$ cat config.mk
export PLATFORM = sky130hd
export DESIGN_NAME = lc3b_pmem_arbiter_flat
export DESIGN_NICKNAME = d
export VERILOG_FILES = /design/src/rtl/lc3b_pmem_arbiter_if.sv /design/src/rtl/lc3b_pmem_arbiter.sv /design/src/flat_wrapper.sv
export SDC_FILE = /design/constraint.sdc
export NUM_CORES = 1
export LEC_CHECK = 0
export BUFFER_PORTS_ARGS = -buffer_cell sky130_fd_sc_hd__buf_2
export CAP_MARGIN = 10
export CORE_AREA = 10 10 273 275
export CTS_CLUSTER_DIAMETER = 100
export DETAILED_ROUTE_END_ITERATION = 8
export DIE_AREA = 0 0 283 285
export SLEW_MARGIN = 20
export SYNTH_ARGS = -nofsm -noshare
export SYNTH_HDL_FRONTEND = slang
export SYNTH_SLANG_ARGS = --single-unit
$ cat constraint.sdc
create_clock -name clk -period 2.36 [get_ports clk]
set_input_delay 0.472 -clock clk [delete_from_list [all_inputs] [get_ports clk]]
set_output_delay 0.472 -clock clk [all_outputs]
set_load 0.02 [all_outputs]
$ cat src/rtl/lc3b_pmem_arbiter_if.sv
// rtl/lc3b_pmem_arbiter_if.sv - cache/memory bus bundle for the LC-3b physical-memory arbiter
// slave: the arbiter's view; master: the caches and memory driving it.
interface lc3b_pmem_arbiter_if #(
    parameter int ADDR_WIDTH = 16,
    parameter int LINE_WIDTH = 128,
    parameter int CNT_WIDTH  = 16
);
    logic                  icache_pmem_read;
    logic [ADDR_WIDTH-1:0] icache_pmem_address;
    logic [LINE_WIDTH-1:0] icache_pmem_rdata;
    logic                  icache_pmem_resp;

    logic                  dcache_pmem_read;
    logic                  dcache_pmem_write;
    logic [ADDR_WIDTH-1:0] dcache_pmem_address;
    logic [LINE_WIDTH-1:0] dcache_pmem_wdata;
    logic [LINE_WIDTH-1:0] dcache_pmem_rdata;
    logic                  dcache_pmem_resp;

    logic                  pmem_read;
    logic                  pmem_write;
    logic [ADDR_WIDTH-1:0] pmem_address;
    logic [LINE_WIDTH-1:0] pmem_wdata;
    logic [LINE_WIDTH-1:0] pmem_rdata;
    logic                  pmem_resp;

    logic                  busy;
    logic [CNT_WIDTH-1:0]  icache_grants;
    logic [CNT_WIDTH-1:0]  dcache_grants;

    modport slave (
        input  icache_pmem_read, icache_pmem_address,
        output icache_pmem_rdata, icache_pmem_resp,
        input  dcache_pmem_read, dcache_pmem_write, dcache_pmem_address, dcache_pmem_wdata,
        output dcache_pmem_rdata, dcache_pmem_resp,
        output pmem_read, pmem_write, pmem_address, pmem_wdata,
        input  pmem_rdata, pmem_resp,
        output busy, icache_grants, dcache_grants
    );

    modport master (
        output icache_pmem_read, icache_pmem_address,
        input  icache_pmem_rdata, icache_pmem_resp,
        output dcache_pmem_read, dcache_pmem_write, dcache_pmem_address, dcache_pmem_wdata,
        input  dcache_pmem_rdata, dcache_pmem_resp,
        input  pmem_read, pmem_write, pmem_address, pmem_wdata,
        output pmem_rdata, pmem_resp,
        input  busy, icache_grants, dcache_grants
    );
endinterface

$ cat src/rtl/lc3b_pmem_arbiter.sv
// rtl/lc3b_pmem_arbiter.sv - icache/dcache arbiter for the single LC-3b physical-memory port
// Registered grant, combinational pass-through of the granted client's strobes and data.
module lc3b_pmem_arbiter #(
    parameter int ADDR_WIDTH = 16,
    parameter int LINE_WIDTH = 128,
    parameter int CNT_WIDTH  = 16
) (
    input  logic                 clk,
    input  logic                 rst_n,
    lc3b_pmem_arbiter_if.slave   bus
);
    typedef enum logic [1:0] {
        IDLE    = 2'd0,
        GRANT_I = 2'd1,
        GRANT_D = 2'd2
    } state_e;

    state_e               state_q, state_d;
    logic                 last_grant_q, last_grant_d;
    logic [CNT_WIDTH-1:0] icache_cnt_q, icache_cnt_d;
    logic [CNT_WIDTH-1:0] dcache_cnt_q, dcache_cnt_d;

    logic icache_req;
    logic dcache_req;

    assign icache_req = bus.icache_pmem_read;
    assign dcache_req = bus.dcache_pmem_read | bus.dcache_pmem_write;

    assign bus.busy          = (state_q != IDLE);
    assign bus.icache_grants = icache_cnt_q;
    assign bus.dcache_grants = dcache_cnt_q;

    always_ff @(posedge clk or negedge rst_n) begin
        if (!rst_n) begin
            state_q      <= IDLE;
            last_grant_q <= 1'b0;
            icache_cnt_q <= '0;
            dcache_cnt_q <= '0;
        end else begin
            state_q      <= state_d;
            last_grant_q <= last_grant_d;
            icache_cnt_q <= icache_cnt_d;
            dcache_cnt_q <= dcache_cnt_d;
        end
    end

    always_comb begin
        state_d               = state_q;
        last_grant_d          = last_grant_q;
        icache_cnt_d          = icache_cnt_q;
        dcache_cnt_d          = dcache_cnt_q;
        bus.pmem_read         = 1'b0;
        bus.pmem_write        = 1'b0;
        bus.pmem_address      = '0;
        bus.pmem_wdata        = '0;
        bus.icache_pmem_resp  = 1'b0;
        bus.icache_pmem_rdata = '0;
        bus.dcache_pmem_resp  = 1'b0;
        bus.dcache_pmem_rdata = '0;

        unique case (state_q)
            IDLE: begin
                // On contention the client that did not win last time goes next.
                if (icache_req && (!dcache_req || last_grant_q)) begin
                    state_d      = GRANT_I;
                    last_grant_d = 1'b0;
                    if (icache_cnt_q != '1) begin
                        icache_cnt_d = icache_cnt_q + CNT_WIDTH'(1);
                    end
                end else if (dcache_req) begin
                    state_d      = GRANT_D;
                    last_grant_d = 1'b1;
                    if (dcache_cnt_q != '1) begin
                        dcache_cnt_d = dcache_cnt_q + CNT_WIDTH'(1);
                    end
                end
            end

            GRANT_I: begin
                bus.pmem_read    = bus.icache_pmem_read;
                bus.pmem_address = bus.icache_pmem_address;
                if (bus.pmem_resp) begin
                    bus.icache_pmem_resp  = 1'b1;
                    bus.icache_pmem_rdata = bus.pmem_rdata;
                    state_d               = IDLE;
                end
            end

            GRANT_D: begin
                bus.pmem_read    = bus.dcache_pmem_read;
                bus.pmem_write   = bus.dcache_pmem_write;
                bus.pmem_address = bus.dcache_pmem_address;
                bus.pmem_wdata   = bus.dcache_pmem_wdata;
                if (bus.pmem_resp) begin
                    bus.dcache_pmem_resp  = 1'b1;
                    bus.dcache_pmem_rdata = bus.pmem_rdata;
                    state_d               = IDLE;
                end
            end

            default: begin
                state_d = IDLE;
            end
        endcase
    end
endmodule

$ cat src/flat_wrapper.sv
// flat-port wrapper written by rule: the top's interface ports become plain ports
module lc3b_pmem_arbiter_flat 
#(
    parameter int ADDR_WIDTH = 16,
    parameter int LINE_WIDTH = 128,
    parameter int CNT_WIDTH  = 16
)
  (clk, rst_n, bus_icache_pmem_read, bus_icache_pmem_address, bus_icache_pmem_rdata, bus_icache_pmem_resp, bus_dcache_pmem_read, bus_dcache_pmem_write, bus_dcache_pmem_address, bus_dcache_pmem_wdata, bus_dcache_pmem_rdata, bus_dcache_pmem_resp, bus_pmem_read, bus_pmem_write, bus_pmem_address, bus_pmem_wdata, bus_pmem_rdata, bus_pmem_resp, bus_busy, bus_icache_grants, bus_dcache_grants);
  lc3b_pmem_arbiter_if #(.ADDR_WIDTH(ADDR_WIDTH), .LINE_WIDTH(LINE_WIDTH), .CNT_WIDTH(CNT_WIDTH)) bus_i ();
  input  logic clk;
  input  logic rst_n;
  input wire logic [$bits(bus_i.icache_pmem_read)-1:0] bus_icache_pmem_read;
  input wire logic [$bits(bus_i.icache_pmem_address)-1:0] bus_icache_pmem_address;
  output wire logic [$bits(bus_i.icache_pmem_rdata)-1:0] bus_icache_pmem_rdata;
  output wire logic [$bits(bus_i.icache_pmem_resp)-1:0] bus_icache_pmem_resp;
  input wire logic [$bits(bus_i.dcache_pmem_read)-1:0] bus_dcache_pmem_read;
  input wire logic [$bits(bus_i.dcache_pmem_write)-1:0] bus_dcache_pmem_write;
  input wire logic [$bits(bus_i.dcache_pmem_address)-1:0] bus_dcache_pmem_address;
  input wire logic [$bits(bus_i.dcache_pmem_wdata)-1:0] bus_dcache_pmem_wdata;
  output wire logic [$bits(bus_i.dcache_pmem_rdata)-1:0] bus_dcache_pmem_rdata;
  output wire logic [$bits(bus_i.dcache_pmem_resp)-1:0] bus_dcache_pmem_resp;
  output wire logic [$bits(bus_i.pmem_read)-1:0] bus_pmem_read;
  output wire logic [$bits(bus_i.pmem_write)-1:0] bus_pmem_write;
  output wire logic [$bits(bus_i.pmem_address)-1:0] bus_pmem_address;
  output wire logic [$bits(bus_i.pmem_wdata)-1:0] bus_pmem_wdata;
  input wire logic [$bits(bus_i.pmem_rdata)-1:0] bus_pmem_rdata;
  input wire logic [$bits(bus_i.pmem_resp)-1:0] bus_pmem_resp;
  output wire logic [$bits(bus_i.busy)-1:0] bus_busy;
  output wire logic [$bits(bus_i.icache_grants)-1:0] bus_icache_grants;
  output wire logic [$bits(bus_i.dcache_grants)-1:0] bus_dcache_grants;
  assign bus_i.icache_pmem_read = bus_icache_pmem_read;
  assign bus_i.icache_pmem_address = bus_icache_pmem_address;
  assign bus_icache_pmem_rdata = bus_i.icache_pmem_rdata;
  assign bus_icache_pmem_resp = bus_i.icache_pmem_resp;
  assign bus_i.dcache_pmem_read = bus_dcache_pmem_read;
  assign bus_i.dcache_pmem_write = bus_dcache_pmem_write;
  assign bus_i.dcache_pmem_address = bus_dcache_pmem_address;
  assign bus_i.dcache_pmem_wdata = bus_dcache_pmem_wdata;
  assign bus_dcache_pmem_rdata = bus_i.dcache_pmem_rdata;
  assign bus_dcache_pmem_resp = bus_i.dcache_pmem_resp;
  assign bus_pmem_read = bus_i.pmem_read;
  assign bus_pmem_write = bus_i.pmem_write;
  assign bus_pmem_address = bus_i.pmem_address;
  assign bus_pmem_wdata = bus_i.pmem_wdata;
  assign bus_i.pmem_rdata = bus_pmem_rdata;
  assign bus_i.pmem_resp = bus_pmem_resp;
  assign bus_busy = bus_i.busy;
  assign bus_icache_grants = bus_i.icache_grants;
  assign bus_dcache_grants = bus_i.dcache_grants;
  lc3b_pmem_arbiter #(.ADDR_WIDTH(ADDR_WIDTH), .LINE_WIDTH(LINE_WIDTH), .CNT_WIDTH(CNT_WIDTH)) u_core (.clk(clk), .rst_n(rst_n), .bus(bus_i));
endmodule
==> qor.yml <==
cts.clk_slew.worst_paths_ns: 0.06
fp.dieH_um: 285
drive_gt1_frac: 0.5807
cts_tree: "done"
p_leak_nw: 6.614
cts_htree_levels: 2
crit_family: "buffers and inverters"
dp_slack_ns: 0.2421
ant_nets: 0
rows: 97
r2r_start: "u_core.state_q[1]$_DFFE_PN0P_"
avgSynthCellArea_um2: 7.036
start_util: 0.06742
cp-end-kind: "primary output"
clk_latency_ns: 0.28
placedCellCount: 2286
ff2ff_path_depth: 6
final-max-slew-violation-count: 0
start_kind: "flip-flop"
cts_made_buffers: 5
peakVddDrop_mv: 0.6501
layout_setup_ws_ns: 0.05747
io_buffers: 730
r2r_slack_ns: 0.36
max_freq_mhz: 434.3
antenna_found_initial: 47
nets: 1667
synth.distinct_cells: 34
synth_edf_count: 0
yosysWarningCount: 0
period_share: 0.9757
first_iter_violations: 294
die_area_mm2: 0.08066
period_minus_slack_ns: 2.303
required_ns: 1.89
grt_pass1_wl_um: 63400
ioPinCount: 731
root_buffer: "clkbuf_16"
yosysTopAreaCell: "and3_1"
setup_violations: 0
drc: 0
hold_path_class: "in2async"
cp_slowest_cell: "dfrtp_1"
finalHoldViolCount: 0
cts_buffer_depth: 2
grt_setup_unrepaired: "false"
yosys.area.top_type_share: 0.3482
vias: 7827
path_cells: "inv_2, ha_4, buf_12, buf_16, buf_4, and2_1, buf_2"
routed_wirelength_um: 47710
gr-total-overflow: 0
avgRoutedWirePerCell_um: 20.57
reg2reg_to: "u_core.bus.icache_grants[1]$_DFFE_PN0P_"
stdcell_count: 2319
crit_fanout: 20
syn_area_mm2: 0.004672
first_pass_iters: 5
grt_util_all_layers: 0.1078
ys.flop_type: "dfrtp_1"
fin_skew_ns: 0.004289
cp_slowest_stage_delay_ns: 0.38
hpwl_um: 39480
synthArstFlopShare: 1.000
drv_cap: 0
core_area_mm2: 0.06930
clock_sinks: 35
status: "complete, no violations"
critPathKind: "reg2out"
grt_pass1_vias: 8064
die_w_um: 283
worst_pin_slew_ns: 0.8015
utilization: 0.1457
place.gp.congestion: 0.8948
power_density_mw_per_mm2: 846.1
grt_max_degree: 70
syn_to_final_growth_pct: 116.2
netlist_top_cells_area: "and3_1 35%, dfrtp_1 19%, and2_1 18%"
cp.arrival_ns: 1.83
vias_per_cell: 3.375
max_slew_margin: 0.4657
worst-path-buf-inv: 5
synth_nets: 963
yosysMostFrequentCell: "and3_1"
netlist_top_cells_count: "260 x and3_1, 134 x and2_1, 77 x clkbuf_1, 35 x dfrtp_1, 18 x nor2b_1"
setup_tns_ns: 0
ys_ff_latch: 35
yosysSeqAreaShare: 0.1875
syn_inst: 664
## sequential cells by signal, summed over array words and instances, names as in the netlist
register and cells:
u_core.bus.icache_grants 16, u_core.state_q 2, u_core.bus.dcache_grants 16, u_core.last_grant_q 1
## what timing repair did
action | in CTS | in global routing
resized for setup | 7 | 8
setup buffers | 5 | 3
pin swaps | 1 | 0
endpoints found under the setup margin | 45 | 90
cloned | 6 | 2
hold buffers | 0 | 0
## layer usage
| layer | share of wire | up-vias | track usage |
|---|---|---|---|
| met2 | 0.45 | 508 | 0.1731 |
| met5 | 0.0022 | - | 0 |
| met3 | 0.11 | 55 | 0.05305 |
| li1 | - | 3717 | - |
| met1 | 0.43 | 3533 | 0.1305 |
| met4 | 0.013 | 14 | 0.01551 |
## worst max-delay path by stage
stage	start	to	slack, ns	cells after the start
after floorplan	u_core.state_q[1]$_DFFE_PN0P_	bus_pmem_address[0]	0.33	6
after global placement	u_core.state_q[1]$_DFFE_PN0P_	bus_pmem_address[12]	0.26	7
after detailed placement	u_core.state_q[0]$_DFFE_PN0P_	bus_pmem_wdata[49]	0.24	6
after CTS	u_core.state_q[0]$_DFFE_PN0P_	bus_pmem_wdata[14]	0.0005	7
after global routing	u_core.state_q[0]$_DFFE_PN0P_	bus_pmem_address[3]	0.001	7
final	u_core.state_q[0]$_DFFE_PN0P_	bus_pmem_wdata[49]	0.06	7
## per-stage QoR
step,cell area (um2),power [mW],hold slack [ns]
4_1_cts,10010,8.576,0.3122
3_5_place_dp,9545,6.999,0.4765
3_3_place_gp,9545,6.991,0.4731
2_1_floorplan,4672,4.439,0.1764
5_1_grt,10080,9.148,0.3413
6_report,10100,8.546,0.2744
## final cells by class
class                   instances  area, um2
inverters                       7      26.28
repair buffers                774       4332
diodes                         10      25.02
fillers                      7954      59200
well taps                     940       1176
multi-input cells             545       3508
flip-flops and latches         35      875.8
clock buffers                   8      156.4
## layout by cell type, fill, tap and decap left out, types with 2 or more instances in the layout
| master | n |
|---|---|
| buf_2 | 723 |
| and3_1 | 260 |
| and2_1 | 134 |
| dfrtp_1 | 35 |
| buf_4 | 31 |
| nor2b_1 | 18 |
| a22oi_1 | 17 |
| nand2_1 | 16 |
| nand3_1 | 14 |
| xnor2_1 | 14 |
| nor2_1 | 14 |
| xor2_1 | 14 |
| diode_2 | 10 |
| a21oi_1 | 8 |
| buf_12 | 8 |
| clkbuf_16 | 7 |
| nand4_1 | 6 |
| buf_16 | 6 |
| inv_1 | 5 |
| nor3_1 | 5 |
| bufbuf_16 | 3 |
| inv_2 | 2 |
| mux2_2 | 2 |
| o31ai_1 | 2 |
| ha_4 | 2 |
| ha_1 | 2 |
| clkbuf_8 | 2 |
## cells by family after synthesis
family	Yosys count	share of synthesized area
buffers and inverters	84	0.06749
adders and majority gates	5	0.01339
xor gates and xnor gates	28	0.05249
muxes	2	0.004820
DFF	35	0.1875
AOI/OAI and AO/OA	36	0.05838
and+or+nand+nor	474	0.6160
## where the power goes
group,switching [mW],internal [mW],leakage [nW]
Clock,0.253,0.450,0.0772
Combinational,4.23,2.72,6.07
Sequential,0.173,0.721,0.462
Total,4.66,3.89,6.61
Power figures use the tool's default switching activity.
